File: src/rtl/id_tokenizer.sv
// Splits a valid-qualified byte stream at delimiters and checks each token against letter+ digit{MIN_DIGITS,}.
// Latency 1 cycle from accepted character to all outputs; no backpressure, idle cycles (in_valid=0) hold state.
module id_tokenizer #(
    parameter int MAX_LEN    = 16,
    parameter int MIN_DIGITS = 1,
    parameter int ALLOW_US   = 1,
    parameter int CNT_W      = 8,
    localparam int LEN_W     = $clog2(MAX_LEN + 1)
) (
    input  logic             clk,
    input  logic             reset,
    input  logic             in_valid,
    input  logic [7:0]       char,
    output logic             match,
    output logic             tok_done,
    output logic             tok_ok,
    output logic [LEN_W-1:0] tok_len,
    output logic [CNT_W-1:0] ok_count
);

    typedef enum logic [1:0] {IDLE, ALPHA, DIGIT, ERR} state_t;

    state_t           state, nstate;
    logic [LEN_W-1:0] len, dcnt, nlen, ndcnt;
    logic             is_letter, is_digit, is_delim;
    logic             len_full, tok_end, tok_good;

    always_comb begin
        is_letter = (char >= 8'h41 && char <= 8'h5A) ||
                    (char >= 8'h61 && char <= 8'h7A) ||
                    (ALLOW_US != 0 && char == 8'h5F);
        is_digit  = (char >= 8'h30 && char <= 8'h39);
        is_delim  = !(is_letter || is_digit);
        len_full  = (len == LEN_W'(MAX_LEN));
        tok_end   = is_delim && (state != IDLE);
        tok_good  = (state == DIGIT) && (dcnt >= LEN_W'(MIN_DIGITS));

        nstate = state;
        nlen   = len;
        ndcnt  = dcnt;
        if (is_delim) begin
            nstate = IDLE;
            nlen   = '0;
            ndcnt  = '0;
        end else begin
            nlen = len_full ? len : len + 1'b1;
            // A character beyond MAX_LEN poisons the token regardless of class.
            if (len_full) begin
                nstate = ERR;
            end else begin
                case (state)
                    IDLE:  nstate = is_letter ? ALPHA : ERR;
                    ALPHA: begin
                        if (is_digit) begin
                            nstate = DIGIT;
                            ndcnt  = LEN_W'(1);
                        end
                    end
                    DIGIT: begin
                        if (is_digit) begin
                            ndcnt = (dcnt == LEN_W'(MAX_LEN)) ? dcnt : dcnt + 1'b1;
                        end else begin
                            nstate = ERR;
                        end
                    end
                    ERR:   nstate = ERR;
                    default: nstate = ERR;
                endcase
            end
        end
    end

    always_ff @(posedge clk) begin
        if (reset) begin
            state    <= IDLE;
            len      <= '0;
            dcnt     <= '0;
            match    <= 1'b0;
            tok_done <= 1'b0;
            tok_ok   <= 1'b0;
            tok_len  <= '0;
            ok_count <= '0;
        end else begin
            tok_done <= 1'b0;
            if (in_valid) begin
                state <= nstate;
                len   <= nlen;
                dcnt  <= ndcnt;
                match <= (nstate == DIGIT) && (ndcnt >= LEN_W'(MIN_DIGITS));
                if (tok_end) begin
                    tok_done <= 1'b1;
                    tok_ok   <= tok_good;
                    tok_len  <= len;
                    if (tok_good && ok_count != {CNT_W{1'b1}}) begin
                        ok_count <= ok_count + 1'b1;
                    end
                end
            end
        end
    end

endmodule
File: config.mk
export PLATFORM = sky130hd
export DESIGN_NAME = id_tokenizer
export DESIGN_NICKNAME = d
export VERILOG_FILES = /design/src/rtl/id_tokenizer.sv
export SDC_FILE = /design/constraint.sdc
export NUM_CORES = 1
export LEC_CHECK = 0
export CAP_MARGIN = 10
export CORE_MARGIN = 3
export CORE_UTILIZATION = 53
export DETAILED_ROUTE_END_ITERATION = 7
export PLACE_DENSITY = 0.79
export SLEW_MARGIN = 0
export SYNTH_ARGS = -nofsm -noshare
export SYNTH_HDL_FRONTEND = slang
export SYNTH_SLANG_ARGS = --single-unit
File: constraint.sdc
create_clock -name clk -period 2.3 [get_ports clk]
set_input_delay 0.345 -clock clk [delete_from_list [all_inputs] [get_ports clk]]
set_output_delay 0.345 -clock clk [all_outputs]
set_load 0.02 [all_outputs]
---- Yosys cells after proc, flatten, opt, wreduce, memory -nomap -nowiden ----
Index checks and enable logic that the tools add are counted.
word-level totals
  register bits ........................... 28
  output and inout port bits .............. 16
  input port bits ......................... 11
  word-level logic and storage cells ...... 61
cells by class
  bitwise operators ....................... 1
  order comparisons ....................... 8
  add/subtract/negate cells ............... 3
  multiplexer cells ....................... 15
  reductions and logical operators ........ 17
  eq/ne operators ......................... 9
operator list
  kind                                                            count
  two-way mux 5 bit                                               7
  >= comparator 8 x 7 -> 1 bit, second input constant             2
  less-or-equal comparator 8 x 7 -> 1 bit, second input constant  2
  adder 5 x 1 -> 5 bit, second input constant                     2
  == test 5 bit, second input constant                            2
  >= comparator 5 x 1 -> 1 bit, second input constant             2
  two-way mux 2 bit                                               5
  case mux 5 bit (2 select lines)                                 1
  adder 8 x 1 -> 8 bit, second input constant                     1
  == test 8 x 7 -> 1 bit, second input constant                   1
  >= comparator 8 x 6 -> 1 bit, second input constant             1
  less-or-equal comparator 8 x 6 -> 1 bit, second input constant  1
  inequality test 8 bit, second input constant                    1
  case mux 2 bit (4 select lines)                                 1
  logical AND 1 bit                                               7
  == test 2 bit, second input constant                            3
  AND reduction 2 bit                                             2
  logical OR 1 bit                                                3
  AND reduction 3 bit                                             1
  == test 2 x 1 -> 1 bit, second input constant                   1
  zero test 2 bit                                                 1
  inequality test 2 bit, second input constant                    1
  nonzero test 2 bit                                              1
  OR reduction 2 bit                                              1
  other kinds (3)                                                 3

---- Logic depth before layout (Yosys ltp) ----
Gate-level depths: netlist (run 1).
  word-level depth ........................ 10
  gate-level depth with buffers ........... 9
  depth with buffers taken out ............ 8

---- Worst setup path before layout (run 1) ----
OpenSTA, ideal clock, no wires.
  path type ............................... reg-to-reg
  start ................................... register len[0]
  end ..................................... register match
  setup time .............................. 121 ps
  buffers on the path ..................... 1
  arrival ................................. 1900 ps
  cell stages (with the launch flop) ...... 10
  slack ................................... 278 ps
  cells stage by stage .................... dfxtp_1 > inv_1 > ha_1 > nand4bb_1 > and4_1 > buf_4 > nand2_1 > or4b_1 > a31oi_1 > o21ai_0
on the way
  word-level cells in the longest chain between the ends .. 5
RTL lines
  item                                                                  line  text
  from (decl)                                                           24    logic [LEN_W-1:0] len, dcnt, nlen, ndcnt;
  from (signal assigned)                                                87    len <= nlen;
  == test 5 bit *                                                       34    len_full = (len == LEN_W'(MAX_LEN));
  two-way mux 5 bit / two-way mux 2 bit (equally long branches)         48    if (len_full) begin
  two-way mux 5 bit / two-way mux 2 bit (equally long branches)         41    if (is_delim) begin
  >= comparator 5 x 1 -> 1 bit / == test 2 bit (equally long branches)  89    match <= (nstate == DIGIT) && (ndcnt >= LEN_W'(MIN_DIGITS));
  logical AND 1 bit *                                                   89
  to (signal assigned)                                                  89
  to (decl)                                                             14    output logic match,
Every way passes the cells marked *; elsewhere a longest branch is shown, timed or not.
A chain may end at the register's enable or synchronous reset.

---- Worst setup path after layout (run 1) ----
  start ................................... input char[1]
  end ..................................... register ok_count[7]
on the way
  word-level cells in the longest chain between the ends .. 8
RTL lines
  item                                                  line    text
  from (decl)                                           13      input logic [7:0] char,
  >= comparator 8 x 7 -> 1 bit (tied with other cells)  29      is_letter = (char >= 8'h41 && char <= 8'h5A) ||
  logical AND 1 bit (on tied branches)                  29, 30
  logical OR 1 bit                                      29
  logical OR 1 bit                                      30      (char >= 8'h61 && char <= 8'h7A) ||
  logical OR 1 bit *                                    33      is_delim = !(is_letter || is_digit);
  zero test 1 bit *                                     33
  logical AND 1 bit *                                   35      tok_end = is_delim && (state != IDLE);
  AND reduction 3 bit (no source line) *                -
  to (signal assigned)                                  95      ok_count <= ok_count + 1'b1;
  to (decl)                                             18      output logic [CNT_W-1:0] ok_count
Marks and branches as above.

==> results of run 1 <==
==> cells by family after synthesis <==
family	synth area share (%)
AND/OR/NAND/NOR	27.4
AO/OA/AOI/OAI	19.2
flip-flops	33.4
buffers and inverters	4.32
XOR/XNOR	5.22
adder cells (fa/ha/maj)	7.45
multiplexers	2.98
==> per-layer routing <==
layer  vias up  global-route usage [%]  wire, um
met3         6                    4.68       231
met4         0                    5.51        44
met5         -                       0         0
met2        55                    40.1      2030
met1       754                    26.1      1710
li1        810                       -         -
==> power groups by stage <==
stage / clock network [W] / logic, W / registers, W
after floorplan: 0 / 0.0000759 / 0.000503
after global placement: 0 / 0.000133 / 0.000503
after detailed placement: 0 / 0.000138 / 0.000504
after CTS: 0.000245 / 0.000139 / 0.000493
after global routing: 0.000268 / 0.000153 / 0.000494
final: 0.000236 / 0.000140 / 0.000493
==> worst max-delay path by stage <==
stage / startpoint / endpoint / slack [ps]
6_report: char[1] / ok_count[7] / 130
5_1_grt: char[1] / match / 30
4_1_cts: char[1] / len[1] / 140
3_5_place_dp: char[1] / ok_count[7] / -200
3_3_place_gp: char[1] / dcnt[3] / -130
2_1_floorplan: len[0] / match / 280
==> cell usage in the layout, fill, tap and decap left out, drive strengths merged, types with 2 or more instances in the layout <==
cell type / netlist / layout
nor4: 2 / 2
nand3: 7 / 7
dfxtp: 28 / 28
mux2i: 5 / 5
nand2: 13 / 13
a211oi: 3 / 3
a41oi: 2 / 2
buf: 2 / 21
o21ai: 7 / 7
inv: 9 / 9
nor3: 9 / 9
and3: 2 / 2
nor2: 32 / 32
ha: 10 / 10
nand4: 9 / 9
a21o: 3 / 3
nor2b: 2 / 2
xnor2: 8 / 8
o31ai: 2 / 2
nand4bb: 2 / 2
clkdlybuf4s50: 0 / 26
nand2b: 2 / 2
a31oi: 3 / 3
a21oi: 11 / 11
clkbuf: 7 / 4
xor2: 2 / 2
==> cell usage after synthesis, types with 3 or more instances <==
cell / instances
sky130_fd_sc_hd__nand4_1: 9
sky130_fd_sc_hd__nor3_1: 8
sky130_fd_sc_hd__o21ai_0: 7
sky130_fd_sc_hd__a21oi_1: 10
sky130_fd_sc_hd__nand3_1: 7
sky130_fd_sc_hd__a21o_1: 3
sky130_fd_sc_hd__dfxtp_1: 28
sky130_fd_sc_hd__mux2i_1: 5
sky130_fd_sc_hd__ha_1: 10
sky130_fd_sc_hd__inv_1: 9
sky130_fd_sc_hd__xnor2_1: 8
sky130_fd_sc_hd__clkbuf_1: 7
sky130_fd_sc_hd__nand2_1: 13
sky130_fd_sc_hd__nor2_1: 32
==> worst reg2reg max path, cell delays in order (launching register included) <==
cell	delay, ps
sky130_fd_sc_hd__dfxtp_1	430
sky130_fd_sc_hd__inv_1	90
sky130_fd_sc_hd__ha_1	190
sky130_fd_sc_hd__nand4bb_1	130
sky130_fd_sc_hd__and4_1	250
sky130_fd_sc_hd__nand2_1	80
sky130_fd_sc_hd__or4b_1	510
sky130_fd_sc_hd__a31oi_1	160
sky130_fd_sc_hd__o21ai_0	90
==> flip-flops by register name, indices dropped and copies added (netlist names) <==
| register | cells |
|---|---|
| state | 2 |
| tok_done | 1 |
| tok_len | 5 |
| tok_ok | 1 |
| ok_count | 8 |
| match | 1 |
| len | 5 |
| dcnt | 5 |
==> metrics by stage <==
| stage | setup WS, ps | setup TNS (ps) |
|---|---|---|
| 2_1_floorplan | 278 | 0 |
| 3_3_place_gp | -128 | -890 |
| 3_5_place_dp | -203 | -2150 |
| 4_1_cts | 139 | 0 |
| 5_1_grt | 26.9 | 0 |
| 6_report | 135 | 0 |
==> cell type report <==
class	instances	area [sq um]	share of cell area (%)
clock buffer	4	36.3	1.69
multi-input combinational	155	1050	48.7
inverter	9	33.8	1.57
sequential	28	561	26.1
timing repair buffer	47	418	19.5
tap	42	52.6	2.45
==> impl_results.html, run 1 <==
<table>
<tr><th>Metric</th><th>Value</th></tr>
<tr><th colspan="2">Critical path</th></tr>
<tr><td>Sequence of cells on the critical path</td><td>clkdlybuf4s50_1, or4_4, a21oi_4, o2111ai_4, nor4_1, xnor2_1, nor2_1</td></tr>
<tr><td>Crit path max-delay cell type</td><td>sky130_fd_sc_hd__or4_4</td></tr>
<tr><td>Start of the worst register-to-register path</td><td>len[0]</td></tr>
<tr><td>Sort of element at the end of the critical path</td><td>register</td></tr>
<tr><td>Type of the worst setup path</td><td>in2reg</td></tr>
<tr><td>Arr. time, crit path</td><td>around 2400 ps</td></tr>
<tr><td>Largest stage delay, worst path</td><td>580 ps</td></tr>
<tr><td>Number of cells on the critical path</td><td>7</td></tr>
<tr><td>Worst endpoint required time</td><td>2520 ps</td></tr>
<tr><td>CP delay by family, top</td><td>simple AND/OR/NAND/NOR gates</td></tr>
<tr><td>Reg2reg path depth</td><td>8</td></tr>
<tr><td>Crit path max fanout</td><td>8</td></tr>
<tr><td>Terminus of the critical flop-to-flop path</td><td>match</td></tr>
<tr><td>Critical path launch point type</td><td>primary input</td></tr>
<tr><td>Setup slack of the worst register-to-register path</td><td>250 ps</td></tr>
<tr><td>Crit path buffers/inverters</td><td>1</td></tr>
<tr><th colspan="2">Placed design</th></tr>
<tr><td>I/O Buffers</td><td>26</td></tr>
<tr><td>Cell total after placement</td><td>approximately 280</td></tr>
<tr><td>Gpl congestion</td><td>0.906</td></tr>
<tr><td>Detailed placement HPWL</td><td>3030 um</td></tr>
<tr><td>DP Area</td><td>between 0.002 and 0.0025 sq mm</td></tr>
<tr><th colspan="2">Power</th></tr>
<tr><td>Total power per unit cell area</td><td>405 mW/mm^2</td></tr>
<tr><td>Combinational share of power</td><td>between 15 and 20%</td></tr>
<tr><td>Leakage power</td><td>just under 0.8 nW</td></tr>
<tr><td>Switching fraction of total power</td><td>25.0%</td></tr>
<tr><td>Peak ir drop on the vdd network</td><td>0.290 mV</td></tr>
<tr><td>Net switching power of the design</td><td>roughly 0.00022 W</td></tr>
<tr><td>Share of total power in the clock network</td><td>27.2%</td></tr>
<tr><td>Power consumption</td><td>0.000870 W</td></tr>
<tr><td>Sequential cell fraction of total power</td><td>a little under three fifths</td></tr>
<tr><td>Internal</td><td>0.000653 W</td></tr>
<tr><th colspan="2">Final layout</th></tr>
<tr><td>Post-layout net count</td><td>265</td></tr>
<tr><td>Non-Filler Cell Area, Final</td><td>0.00215 sq mm</td></tr>
<tr><td>Fill cells</td><td>211</td></tr>
<tr><td>Post-Route Utilization</td><td>between 70 and 80%</td></tr>
<tr><td>Fraction of final layout cells with drive strength greater than 1</td><td>13.6%</td></tr>
<tr><td>Area growth from synthesis to layout</td><td>27.9%</td></tr>
<tr><td>Number of diodes added for antenna fixing</td><td>0</td></tr>
<tr><td>Final instance count without filler cells</td><td>around 290</td></tr>
<tr><th colspan="2">Clock network</th></tr>
<tr><td>Cells resized by post-CTS repair</td><td>0</td></tr>
<tr><td>TritonCTS Buffers</td><td>3</td></tr>
<tr><td>Clock Sink Count</td><td>28</td></tr>
<tr><td>Clk_lat worst skew</td><td>320 ps</td></tr>
<tr><td>Level count of the clock H-tree</td><td>1</td></tr>
<tr><td>Buffer levels on the longest clock path</td><td>2</td></tr>
<tr><td>Worst-path clk slew</td><td>approximately 140 ps</td></tr>
<tr><td>CTS tree</td><td>built</td></tr>
<tr><td>Post-CTS Setup Bufs</td><td>0</td></tr>
<tr><td>Number of buffers added to fix hold violations after cts</td><td>0</td></tr>
<tr><td>Root cell of the clock tree</td><td>sky130_fd_sc_hd__clkbuf_4</td></tr>
<tr><th colspan="2">STA</th></tr>
<tr><td>Max-Slew Margin vs Limit</td><td>between 60 and 70%</td></tr>
<tr><td>Final setup violation count</td><td>0</td></tr>
<tr><td>Setup clock skew after layout</td><td>4.19 ps</td></tr>
<tr><td>Max Transition Viols Final</td><td>0</td></tr>
<tr><td>RSZ-0062 raised after global routing</td><td>no</td></tr>
<tr><td>Max Clock Freq</td><td>462 MHz</td></tr>
<tr><td>Number of hold-slack violations in the final timing report</td><td>0</td></tr>
<tr><td>Final critical path time including I/O delays and setup</td><td>2170 ps</td></tr>
<tr><td>Worst Max-Slew Pin Slew</td><td>550 ps</td></tr>
<tr><td>Portion of the clock cycle consumed by the worst path in the final layout</td><td>around 94%</td></tr>
<tr><td>Worst hold slack after final layout</td><td>497 ps</td></tr>
<tr><th colspan="2">Yosys</th></tr>
<tr><td>Synth area leaders</td><td>sky130_fd_sc_hd__dfxtp_1 (33%), sky130_fd_sc_hd__ha_1 (7.5%), sky130_fd_sc_hd__nor2_1 (7.2%)</td></tr>
<tr><td>Number of flip-flops and latches in the synthesized netlist</td><td>28</td></tr>
<tr><td>Number of nets produced by synthesis</td><td>222</td></tr>
<tr><td>Number of library cell types mapped by synthesis</td><td>49</td></tr>
<tr><td>Share of Yosys cell area claimed by the top area cell type</td><td>33.4%</td></tr>
<tr><td>Syn Inst Count</td><td>between 200 and 250</td></tr>
<tr><td>Cell taking the most area after synthesis</td><td>sky130_fd_sc_hd__dfxtp_1</td></tr>
<tr><td>Per-instance average area after synthesis</td><td>roughly 8.4 sq um</td></tr>
<tr><td>Synthesized cell area</td><td>0.00168 sq mm</td></tr>
<tr><td>Count of flip-flops with a built-in enable after synthesis</td><td>0</td></tr>
<tr><td>Fraction of registers with async set or reset after synthesis</td><td>0%</td></tr>
<tr><td>Share of synthesized area occupied by flip-flops and latches</td><td>33.4%</td></tr>
<tr><td>Yosys warnings</td><td>0</td></tr>
<tr><td>Most frequently used flop master after synthesis</td><td>sky130_fd_sc_hd__dfxtp_1</td></tr>
<tr><th colspan="2">Global route</th></tr>
<tr><td>Initial antenna violation count</td><td>0</td></tr>
<tr><td>Maximum number of pins on one net before global-route repair</td><td>25</td></tr>
<tr><td>First-pass GRT wire length</td><td>7250 um</td></tr>
<tr><td>Vias in the first global route</td><td>1639</td></tr>
<tr><td>Overflow after GRT</td><td>0</td></tr>
<tr><td>GRT Util Overall</td><td>between 20% and 30%</td></tr>
<tr><th colspan="2">Min path</th></tr>
<tr><td>Hold path cells</td><td>2</td></tr>
<tr><td>Worst Min Path Start</td><td>match</td></tr>
<tr><td>Hold WC Path Type</td><td>reg2reg</td></tr>
<tr><td>Capture endpoint of the worst hold path</td><td>match</td></tr>
<tr><th colspan="2">Floorplan</th></tr>
<tr><td>Core region area</td><td>0.00288 sq mm</td></tr>
<tr><td>Placement Rows</td><td>19</td></tr>
<tr><td>Io pins</td><td>27</td></tr>
<tr><td>Full die area</td><td>around 0.0039 sq mm</td></tr>
<tr><td>Initial standard-cell utilization of the core</td><td>approximately 58%</td></tr>
<tr><td>Die Y-Extent</td><td>around 62 um</td></tr>
<tr><td>Width of the die</td><td>62.3 um</td></tr>
<tr><th colspan="2">Drt</th></tr>
<tr><td>TritonRoute pass-1 iters</td><td>4</td></tr>
<tr><td>Drc violations</td><td>0</td></tr>
<tr><td>Total via count after detailed routing</td><td>~1600</td></tr>
<tr><td>Total wirelength of the detailed-routed design</td><td>4020 um</td></tr>
<tr><td>Number of nets still failing antenna checks after routing</td><td>0</td></tr>
<tr><td>Final routed wire length divided by cell count</td><td>14.1 um</td></tr>
<tr><td>Detailed-route vias per instance</td><td>5.70</td></tr>
<tr><td>DRC marker count from the first detailed-route iteration</td><td>between 80 and 90</td></tr>
<tr><th colspan="2">Status</th></tr>
<tr><td>Result of the run</td><td>finished clean</td></tr>
<tr><th colspan="2">Job</th></tr>
<tr><td>Maxcap violations</td><td>0</td></tr>
</table>
No activity file was read; power rests on OpenSTA's default activity.
==> run 2, diff against run 1 <==
ABC_AREA = 1   (was not set)
MAX_ROUTING_LAYER = met4   (was not set)
==> impl_results.html, run 2 <==
<table>
<tr><th>Metric</th><th>Value</th></tr>
<tr><th colspan="2">Yosys</th></tr>
<tr><td>Per-instance average area after synthesis</td><td>between 6 and 7 sq um</td></tr>
<tr><td>Most frequently used flop master after synthesis</td><td>sky130_fd_sc_hd__dfxtp_1</td></tr>
<tr><td>Number of nets produced by synthesis</td><td>276</td></tr>
<tr><td>Count of flip-flops with a built-in enable after synthesis</td><td>0</td></tr>
<tr><td>Yosys warnings</td><td>0</td></tr>
<tr><td>Share of Yosys cell area claimed by the top area cell type</td><td>about a third</td></tr>
<tr><td>Synthesized cell area</td><td>around 0.0017 sq mm</td></tr>
<tr><td>Fraction of registers with async set or reset after synthesis</td><td>0%</td></tr>
<tr><td>Leading cell types by count after synthesis</td><td>sky130_fd_sc_hd__nand2_1 (54), sky130_fd_sc_hd__nor2_1 (38), sky130_fd_sc_hd__inv_1 (31)</td></tr>
<tr><td>Synth area leaders</td><td>sky130_fd_sc_hd__dfxtp_1 (33%), sky130_fd_sc_hd__nand2_1 (12%), sky130_fd_sc_hd__nor2_1 (8.3%)</td></tr>
<tr><td>Syn Inst Count</td><td>between 200 and 300</td></tr>
<tr><td>Number of library cell types mapped by synthesis</td><td>27</td></tr>
<tr><td>Share of synthesized area occupied by flip-flops and latches</td><td>32.6%</td></tr>
<tr><td>Number of flip-flops and latches in the synthesized netlist</td><td>28</td></tr>
<tr><td>Most instantiated library cell after synthesis</td><td>sky130_fd_sc_hd__nand2_1</td></tr>
<tr><td>Cell taking the most area after synthesis</td><td>sky130_fd_sc_hd__dfxtp_1</td></tr>
<tr><th colspan="2">Placed design</th></tr>
<tr><td>I/O Buffers</td><td>26</td></tr>
<tr><td>Gpl congestion</td><td>0.836</td></tr>
<tr><td>DP Area</td><td>between 0.002 and 0.0025 sq mm</td></tr>
<tr><td>Cell total after placement</td><td>between 300 and 400</td></tr>
<tr><td>Detailed placement HPWL</td><td>2780 um</td></tr>
<tr><th colspan="2">Clock network</th></tr>
<tr><td>Level count of the clock H-tree</td><td>1</td></tr>
<tr><td>CTS tree</td><td>built</td></tr>
<tr><td>Number of buffers added to fix hold violations after cts</td><td>0</td></tr>
<tr><td>Post-CTS Setup Bufs</td><td>0</td></tr>
<tr><td>Buffer levels on the longest clock path</td><td>2</td></tr>
<tr><td>Cells resized by post-CTS repair</td><td>0</td></tr>
<tr><td>Worst-path clk slew</td><td>150 ps</td></tr>
<tr><td>TritonCTS Buffers</td><td>3</td></tr>
<tr><td>Clock Sink Count</td><td>28</td></tr>
<tr><td>Clk_lat worst skew</td><td>between 300 and 400 ps</td></tr>
<tr><td>Root cell of the clock tree</td><td>sky130_fd_sc_hd__clkbuf_4</td></tr>
<tr><th colspan="2">Drt</th></tr>
<tr><td>Total wirelength of the detailed-routed design</td><td>3490 um</td></tr>
<tr><td>Total via count after detailed routing</td><td>between 1500 and 2000</td></tr>
<tr><td>Detailed-route vias per instance</td><td>4.99</td></tr>
<tr><td>Number of nets still failing antenna checks after routing</td><td>0</td></tr>
<tr><td>Final routed wire length divided by cell count</td><td>10.6 um</td></tr>
<tr><td>TritonRoute pass-1 iters</td><td>4</td></tr>
<tr><td>Drc violations</td><td>0</td></tr>
<tr><td>DRC marker count from the first detailed-route iteration</td><td>116</td></tr>
<tr><th colspan="2">Global route</th></tr>
<tr><td>Initial antenna violation count</td><td>0</td></tr>
<tr><td>First-pass GRT wire length</td><td>about 6200 um</td></tr>
<tr><td>Overflow after GRT</td><td>0</td></tr>
<tr><td>Vias in the first global route</td><td>1524</td></tr>
<tr><td>Maximum number of pins on one net before global-route repair</td><td>16</td></tr>
<tr><td>GRT Util Overall</td><td>19.2%</td></tr>
<tr><th colspan="2">Final layout</th></tr>
<tr><td>Number of flip-flops in the largest register</td><td>8</td></tr>
<tr><td>Fraction of final layout cells with drive strength greater than 1</td><td>under 10%</td></tr>
<tr><td>Final instance count without filler cells</td><td>329</td></tr>
<tr><td>Non-Filler Cell Area, Final</td><td>around 0.0021 sq mm</td></tr>
<tr><td>Post-layout net count</td><td>307</td></tr>
<tr><td>Most frequent cells in the layout</td><td>sky130_fd_sc_hd__nand2_1 (54), sky130_fd_sc_hd__nor2_1 (38), sky130_fd_sc_hd__inv_1 (31)</td></tr>
<tr><td>Number of diodes added for antenna fixing</td><td>0</td></tr>
<tr><td>Area growth from synthesis to layout</td><td>20.9%</td></tr>
<tr><td>Most frequent standard cell in the layout excluding fill and tap cells</td><td>sky130_fd_sc_hd__nand2_1</td></tr>
<tr><td>Register ranked first by flip-flop count</td><td>ok_count</td></tr>
<tr><th colspan="2">STA</th></tr>
<tr><td>Max Transition Viols Final</td><td>0</td></tr>
<tr><td>Final setup violation count</td><td>0</td></tr>
<tr><td>Portion of the clock cycle consumed by the worst path in the final layout</td><td>79.1%</td></tr>
<tr><td>Max-Slew Margin vs Limit</td><td>about two thirds</td></tr>
<tr><td>Number of hold-slack violations in the final timing report</td><td>0</td></tr>
<tr><td>Final critical path time including I/O delays and setup</td><td>1820 ps</td></tr>
<tr><td>RSZ-0062 raised after global routing</td><td>no</td></tr>
<tr><td>Setup clock skew after layout</td><td>12.4 ps</td></tr>
<tr><td>Worst Max-Slew Pin Slew</td><td>494 ps</td></tr>
<tr><td>Max Clock Freq</td><td>549 MHz</td></tr>
<tr><td>Worst hold slack after final layout</td><td>476 ps</td></tr>
<tr><td>Setup_tns</td><td>0 ps</td></tr>
<tr><th colspan="2">Floorplan</th></tr>
<tr><td>Die Y-Extent</td><td>between 60 and 70 um</td></tr>
<tr><td>Initial standard-cell utilization of the core</td><td>55.9%</td></tr>
<tr><td>Io pins</td><td>27</td></tr>
<tr><td>Width of the die</td><td>63.0 um</td></tr>
<tr><td>Core region area</td><td>about 0.0031 sq mm</td></tr>
<tr><td>Placement Rows</td><td>20</td></tr>
<tr><td>Full die area</td><td>around 0.0040 sq mm</td></tr>
<tr><th colspan="2">Critical path</th></tr>
<tr><td>Crit path max fanout</td><td>9</td></tr>
<tr><td>Sort of element at the end of the critical path</td><td>register</td></tr>
<tr><td>Critical path launch point type</td><td>register</td></tr>
<tr><td>Worst endpoint required time</td><td>2580 ps</td></tr>
<tr><td>Reg2reg path depth</td><td>13</td></tr>
<tr><td>Arr. time, crit path</td><td>2100 ps</td></tr>
<tr><td>Type of the worst setup path</td><td>reg2reg</td></tr>
<tr><th colspan="2">Job</th></tr>
<tr><td>Maxcap violations</td><td>0</td></tr>
<tr><th colspan="2">Power</th></tr>
<tr><td>Total power per unit cell area</td><td>approximately 440 mW/mm^2</td></tr>
<tr><td>Leakage power</td><td>0.870 nW</td></tr>
<tr><td>Peak ir drop on the vdd network</td><td>0.236 mV</td></tr>
<tr><th colspan="2">Min path</th></tr>
<tr><td>Hold WC Path Type</td><td>reg2reg</td></tr>
<tr><td>Hold path cells</td><td>2</td></tr>
<tr><th colspan="2">Status</th></tr>
<tr><td>Result of the run</td><td>finished clean</td></tr>
</table>
[run 2: cells by family (layout without fill, tap and decap cells)]
group / count (synthesis) / count (layout) / share of synthesized area (%)
fa+ha+maj: 10 / 10 / 7.28
flops: 28 / 28 / 32.6
buf+inv: 37 / 67 / 8.66
compound gates: 45 / 45 / 15.9
xor+xnor: 2 / 2 / 1.02
simple gates: 133 / 133 / 34.5
[run 2: final cells by class]
cell class | instances | area (sq um)
inverter | 33 | 126
fill | 284 | 1000
tap | 44 | 55.1
multi-input combinational | 190 | 1010
sequential | 28 | 561
timing repair buffer | 30 | 290
clock buffer | 4 | 36.3
[run 2: final timing paths]
path,from,end,slack (ps)
max,len[0],match,480
min,match,match,480
max reg2reg,len[0],match,480
min reg2reg,match,match,480
[run 2: worst max-delay path: stages (launching register included)]
cell and delay, ps:
sky130_fd_sc_hd__dfxtp_1 420, sky130_fd_sc_hd__inv_1 100, sky130_fd_sc_hd__ha_1 200, sky130_fd_sc_hd__nand2_1 60
sky130_fd_sc_hd__inv_1 70, sky130_fd_sc_hd__a21oi_4 260, sky130_fd_sc_hd__nand2_2 120, sky130_fd_sc_hd__nand2_1 70
sky130_fd_sc_hd__o21ai_1 60, sky130_fd_sc_hd__nor2_1 140, sky130_fd_sc_hd__nor2_1 60, sky130_fd_sc_hd__nand3_1 70
sky130_fd_sc_hd__nand2_1 50, sky130_fd_sc_hd__a21oi_1 110
[run 2: per-layer routing]
layer | vias to the layer above | share of wire [%] | global-route usage (%)
met5 | - | 0 | -
met1 | 729 | 49 | 23.9
li1 | 887 | - | -
met4 | 0 | 0.55 | 3.31
met2 | 25 | 47 | 32.8
met3 | 2 | 3.9 | 3.42
[run 2: through the flow]
| step | utilization, % | total power (W) | setup slack, ps |
|---|---|---|---|
| floorplan | - | 0.000620 | 612 |
| global placement | 66.3 | 0.000674 | 199 |
| detailed placement | 66.3 | 0.000676 | 153 |
| CTS | 67.5 | 0.000914 | 469 |
| global route | 67.5 | 0.000951 | 227 |
| finish | 67.5 | 0.000905 | 480 |
[run 2: report_power, final]
part / total, W / switching [W] / internal, W
Combinational: 0.000157 / 0.0000938 / 0.0000637
Clock: 0.000239 / 0.000143 / 0.0000968
Sequential: 0.000509 / 0.0000115 / 0.000497
Total: 0.000905 / 0.000248 / 0.000658
==> run 3, diff against run 2 <==
CORE_UTILIZATION = 48   (was 53)
PLACE_DENSITY = 0.75   (was 0.79)
clock period = 1.5 ns   (was 2.3 ns; I/O delays follow)
==> impl_results.html, run 3 (synthesis results as in run 2) <==
<table>
<tr><th>Metric</th><th>Value</th></tr>
<tr><th colspan="2">Placed design</th></tr>
<tr><td>Detailed placement HPWL</td><td>3230 um</td></tr>
<tr><td>Gpl congestion</td><td>0.851</td></tr>
<tr><td>DP Area</td><td>0.00236 sq mm</td></tr>
<tr><td>I/O Buffers</td><td>26</td></tr>
<tr><th colspan="2">Global route</th></tr>
<tr><td>First-pass GRT wire length</td><td>6830 um</td></tr>
<tr><td>Maximum number of pins on one net before global-route repair</td><td>15</td></tr>
<tr><td>GRT Util Overall</td><td>20.4%</td></tr>
<tr><td>Initial antenna violation count</td><td>0</td></tr>
<tr><td>Vias in the first global route</td><td>roughly 1600</td></tr>
<tr><td>Overflow after GRT</td><td>0</td></tr>
<tr><th colspan="2">Power</th></tr>
<tr><td>Net switching power of the design</td><td>around 0.0004 W</td></tr>
<tr><td>Sequential cell fraction of total power</td><td>between 50% and 60%</td></tr>
<tr><td>Internal</td><td>0.00101 W</td></tr>
<tr><td>Share of total power in the clock network</td><td>21.0%</td></tr>
<tr><td>Total power per unit cell area</td><td>~560 mW/mm^2</td></tr>
<tr><td>Peak ir drop on the vdd network</td><td>0.529 mV</td></tr>
<tr><td>Combinational share of power</td><td>24.5%</td></tr>
<tr><td>Switching fraction of total power</td><td>28.9%</td></tr>
<tr><td>Leakage power</td><td>1.18 nW</td></tr>
<tr><th colspan="2">Drt</th></tr>
<tr><td>Total wirelength of the detailed-routed design</td><td>4270 um</td></tr>
<tr><td>Total via count after detailed routing</td><td>1837</td></tr>
<tr><td>Final routed wire length divided by cell count</td><td>approximately 11 um</td></tr>
<tr><td>DRC marker count from the first detailed-route iteration</td><td>83</td></tr>
<tr><td>Drc violations</td><td>0</td></tr>
<tr><td>TritonRoute pass-1 iters</td><td>4</td></tr>
<tr><td>Detailed-route vias per instance</td><td>4.95</td></tr>
<tr><td>Number of nets still failing antenna checks after routing</td><td>0</td></tr>
<tr><th colspan="2">Min path</th></tr>
<tr><td>Hold WC Path Type</td><td>reg2reg</td></tr>
<tr><td>Capture endpoint of the worst hold path</td><td>match</td></tr>
<tr><td>Hold path cells</td><td>2</td></tr>
<tr><td>Worst Min Path Start</td><td>match</td></tr>
<tr><th colspan="2">Clock network</th></tr>
<tr><td>Number of buffers added to fix hold violations after cts</td><td>0</td></tr>
<tr><td>TritonCTS Buffers</td><td>3</td></tr>
<tr><td>CTS tree</td><td>built</td></tr>
<tr><td>Root cell of the clock tree</td><td>sky130_fd_sc_hd__clkbuf_4</td></tr>
<tr><td>Buffer levels on the longest clock path</td><td>2</td></tr>
<tr><td>Clk_lat worst skew</td><td>320 ps</td></tr>
<tr><td>Clock Sink Count</td><td>28</td></tr>
<tr><td>Level count of the clock H-tree</td><td>1</td></tr>
<tr><td>Worst-path clk slew</td><td>130 ps</td></tr>
<tr><th colspan="2">Critical path</th></tr>
<tr><td>Reg2reg path depth</td><td>11</td></tr>
<tr><td>Type of the worst setup path</td><td>reg2reg</td></tr>
<tr><td>Worst endpoint required time</td><td>1720 ps</td></tr>
<tr><td>Setup slack of the worst register-to-register path</td><td>-120 ps</td></tr>
<tr><td>Start of the worst register-to-register path</td><td>state[0]</td></tr>
<tr><td>Terminus of the critical flop-to-flop path</td><td>match</td></tr>
<tr><td>Sort of element at the end of the critical path</td><td>register</td></tr>
<tr><td>Arr. time, crit path</td><td>1840 ps</td></tr>
<tr><td>Crit path max fanout</td><td>5</td></tr>
<tr><td>Critical path launch point type</td><td>register</td></tr>
<tr><th colspan="2">Final layout</th></tr>
<tr><td>Fill cells</td><td>269</td></tr>
<tr><td>Non-Filler Cell Area, Final</td><td>0.00254 sq mm</td></tr>
<tr><td>Most frequent cells in the layout</td><td>sky130_fd_sc_hd__nand2_1 (49), sky130_fd_sc_hd__buf_4 (40), sky130_fd_sc_hd__nor2_1 (31)</td></tr>
<tr><td>Register ranked first by flip-flop count</td><td>ok_count</td></tr>
<tr><td>Sequential Area</td><td>~570 sq um</td></tr>
<tr><td>Post-layout net count</td><td>348</td></tr>
<tr><td>Number of diodes added for antenna fixing</td><td>0</td></tr>
<tr><td>Most frequent standard cell in the layout excluding fill and tap cells</td><td>sky130_fd_sc_hd__nand2_1</td></tr>
<tr><td>Area growth from synthesis to layout</td><td>47.5%</td></tr>
<tr><td>Number of flip-flops in the largest register</td><td>8</td></tr>
<tr><td>Fraction of final layout cells with drive strength greater than 1</td><td>34.2%</td></tr>
<tr><td>Area of combinational cells with multiple inputs</td><td>~0.0012 sq mm</td></tr>
<tr><th colspan="2">Floorplan</th></tr>
<tr><td>Initial standard-cell utilization of the core</td><td>50.7%</td></tr>
<tr><td>Full die area</td><td>0.00434 sq mm</td></tr>
<tr><td>Placement Rows</td><td>21</td></tr>
<tr><td>Io pins</td><td>27</td></tr>
<tr><td>Width of the die</td><td>~66 um</td></tr>
<tr><td>Die Y-Extent</td><td>65.8 um</td></tr>
<tr><td>Core region area</td><td>0.00339 sq mm</td></tr>
<tr><th colspan="2">STA</th></tr>
<tr><td>Setup_tns</td><td>-355 ps</td></tr>
<tr><td>Final setup violation count</td><td>6</td></tr>
<tr><td>Portion of the clock cycle consumed by the worst path in the final layout</td><td>108%</td></tr>
<tr><td>Worst hold slack after final layout</td><td>489 ps</td></tr>
<tr><td>Final critical path time including I/O delays and setup</td><td>1620 ps</td></tr>
<tr><td>Setup clock skew after layout</td><td>7.72 ps</td></tr>
<tr><td>Number of hold-slack violations in the final timing report</td><td>0</td></tr>
<tr><td>Worst Max-Slew Pin Slew</td><td>279 ps</td></tr>
<tr><td>RSZ-0062 raised after global routing</td><td>yes</td></tr>
<tr><td>Max-Slew Margin vs Limit</td><td>81.4%</td></tr>
<tr><td>Max Transition Viols Final</td><td>0</td></tr>
<tr><td>Post-route worst setup slack</td><td>-118 ps</td></tr>
<tr><td>Max Clock Freq</td><td>618 MHz</td></tr>
<tr><th colspan="2">Job</th></tr>
<tr><td>Maxcap violations</td><td>0</td></tr>
<tr><th colspan="2">Status</th></tr>
<tr><td>Violated checks</td><td>setup timing</td></tr>
<tr><td>Result of the run</td><td>complete, but fails checks</td></tr>
</table>
==> run 3: cell count changes in the layout (fill, tap and decap cells not counted), moves of 8 or more <==
cell,delta
sky130_fd_sc_hd__buf_4,+36
sky130_fd_sc_hd__clkdlybuf4s50_1,-24
sky130_fd_sc_hd__dfxtp_1,-8
sky130_fd_sc_hd__dlygate4sd2_1,+22
sky130_fd_sc_hd__inv_1,-8
==> run 3: area by class of cell <==
type | instances | share of cell area (%)
clock buffer | 3 | 0.888
timing repair buffer | 70 | 23.0
multi-input combinational | 191 | 46.0
sequential | 28 | 22.6
tap | 46 | 2.27
inverter | 33 | 5.23
==> run 3: metal layers <==
layer | part of all wire, % | vias to the layer above | global-route usage (%)
met5 | 0 | - | -
met4 | 1.1 | 0 | 4.66
met3 | 3.2 | 4 | 3.74
met2 | 50 | 25 | 35.9
met1 | 45 | 833 | 24.2
li1 | - | 975 | -
==> run 3: how the worst max path moves through the flow <==
stage | startpoint | to | cells after the start
final | state[0] | match | 11
after global routing | dcnt[0] | match | 12
after CTS | state[0] | match | 12
after detailed placement | char[3] | match | 14
after global placement | char[3] | match | 14
after floorplan | state[0] | match | 11
==> run 3: power by group through the flow <==
stage	Sequential [W]	Clock, W	Combinational, W
global route	0.000779	0.000331	0.000384
floorplan	0.000801	0	0.000161
CTS	0.000776	0.000315	0.000326
global placement	0.000792	0	0.000309
finish	0.000777	0.000300	0.000349
detailed placement	0.000793	0	0.000315
==> run 3: repair_timing <==
item,4_1_cts,5_1_grt
setup endpoints to repair,38,26
gates resized for setup,41,25
gates cloned,1,0
buffers inserted,0,2
pin swaps,22,18
==> run 3: stage by stage <==
step	power, W	setup slack, ps	utilization [%]	std cells
2_1_floorplan	0.000962	-23.0	-	255
3_3_place_gp	0.00110	-478	69.6	365
3_5_place_dp	0.00111	-483	69.6	365
4_1_cts	0.00142	-131	71.7	369
5_1_grt	0.00149	-277	74.8	371
6_report	0.00143	-118	74.8	371
==> run 3: critical path, stage by stage (launching register included) <==
cell	delay, ps
sky130_fd_sc_hd__dfxtp_2	360
sky130_fd_sc_hd__inv_2	50
sky130_fd_sc_hd__ha_4	260
sky130_fd_sc_hd__inv_4	40
sky130_fd_sc_hd__a21oi_4	200
sky130_fd_sc_hd__nand2_2	120
sky130_fd_sc_hd__o21ai_1	140
sky130_fd_sc_hd__nor2_1	60
sky130_fd_sc_hd__nor2_1	90
sky130_fd_sc_hd__nand3_1	90
sky130_fd_sc_hd__nand2_1	70
sky130_fd_sc_hd__a21oi_1	50
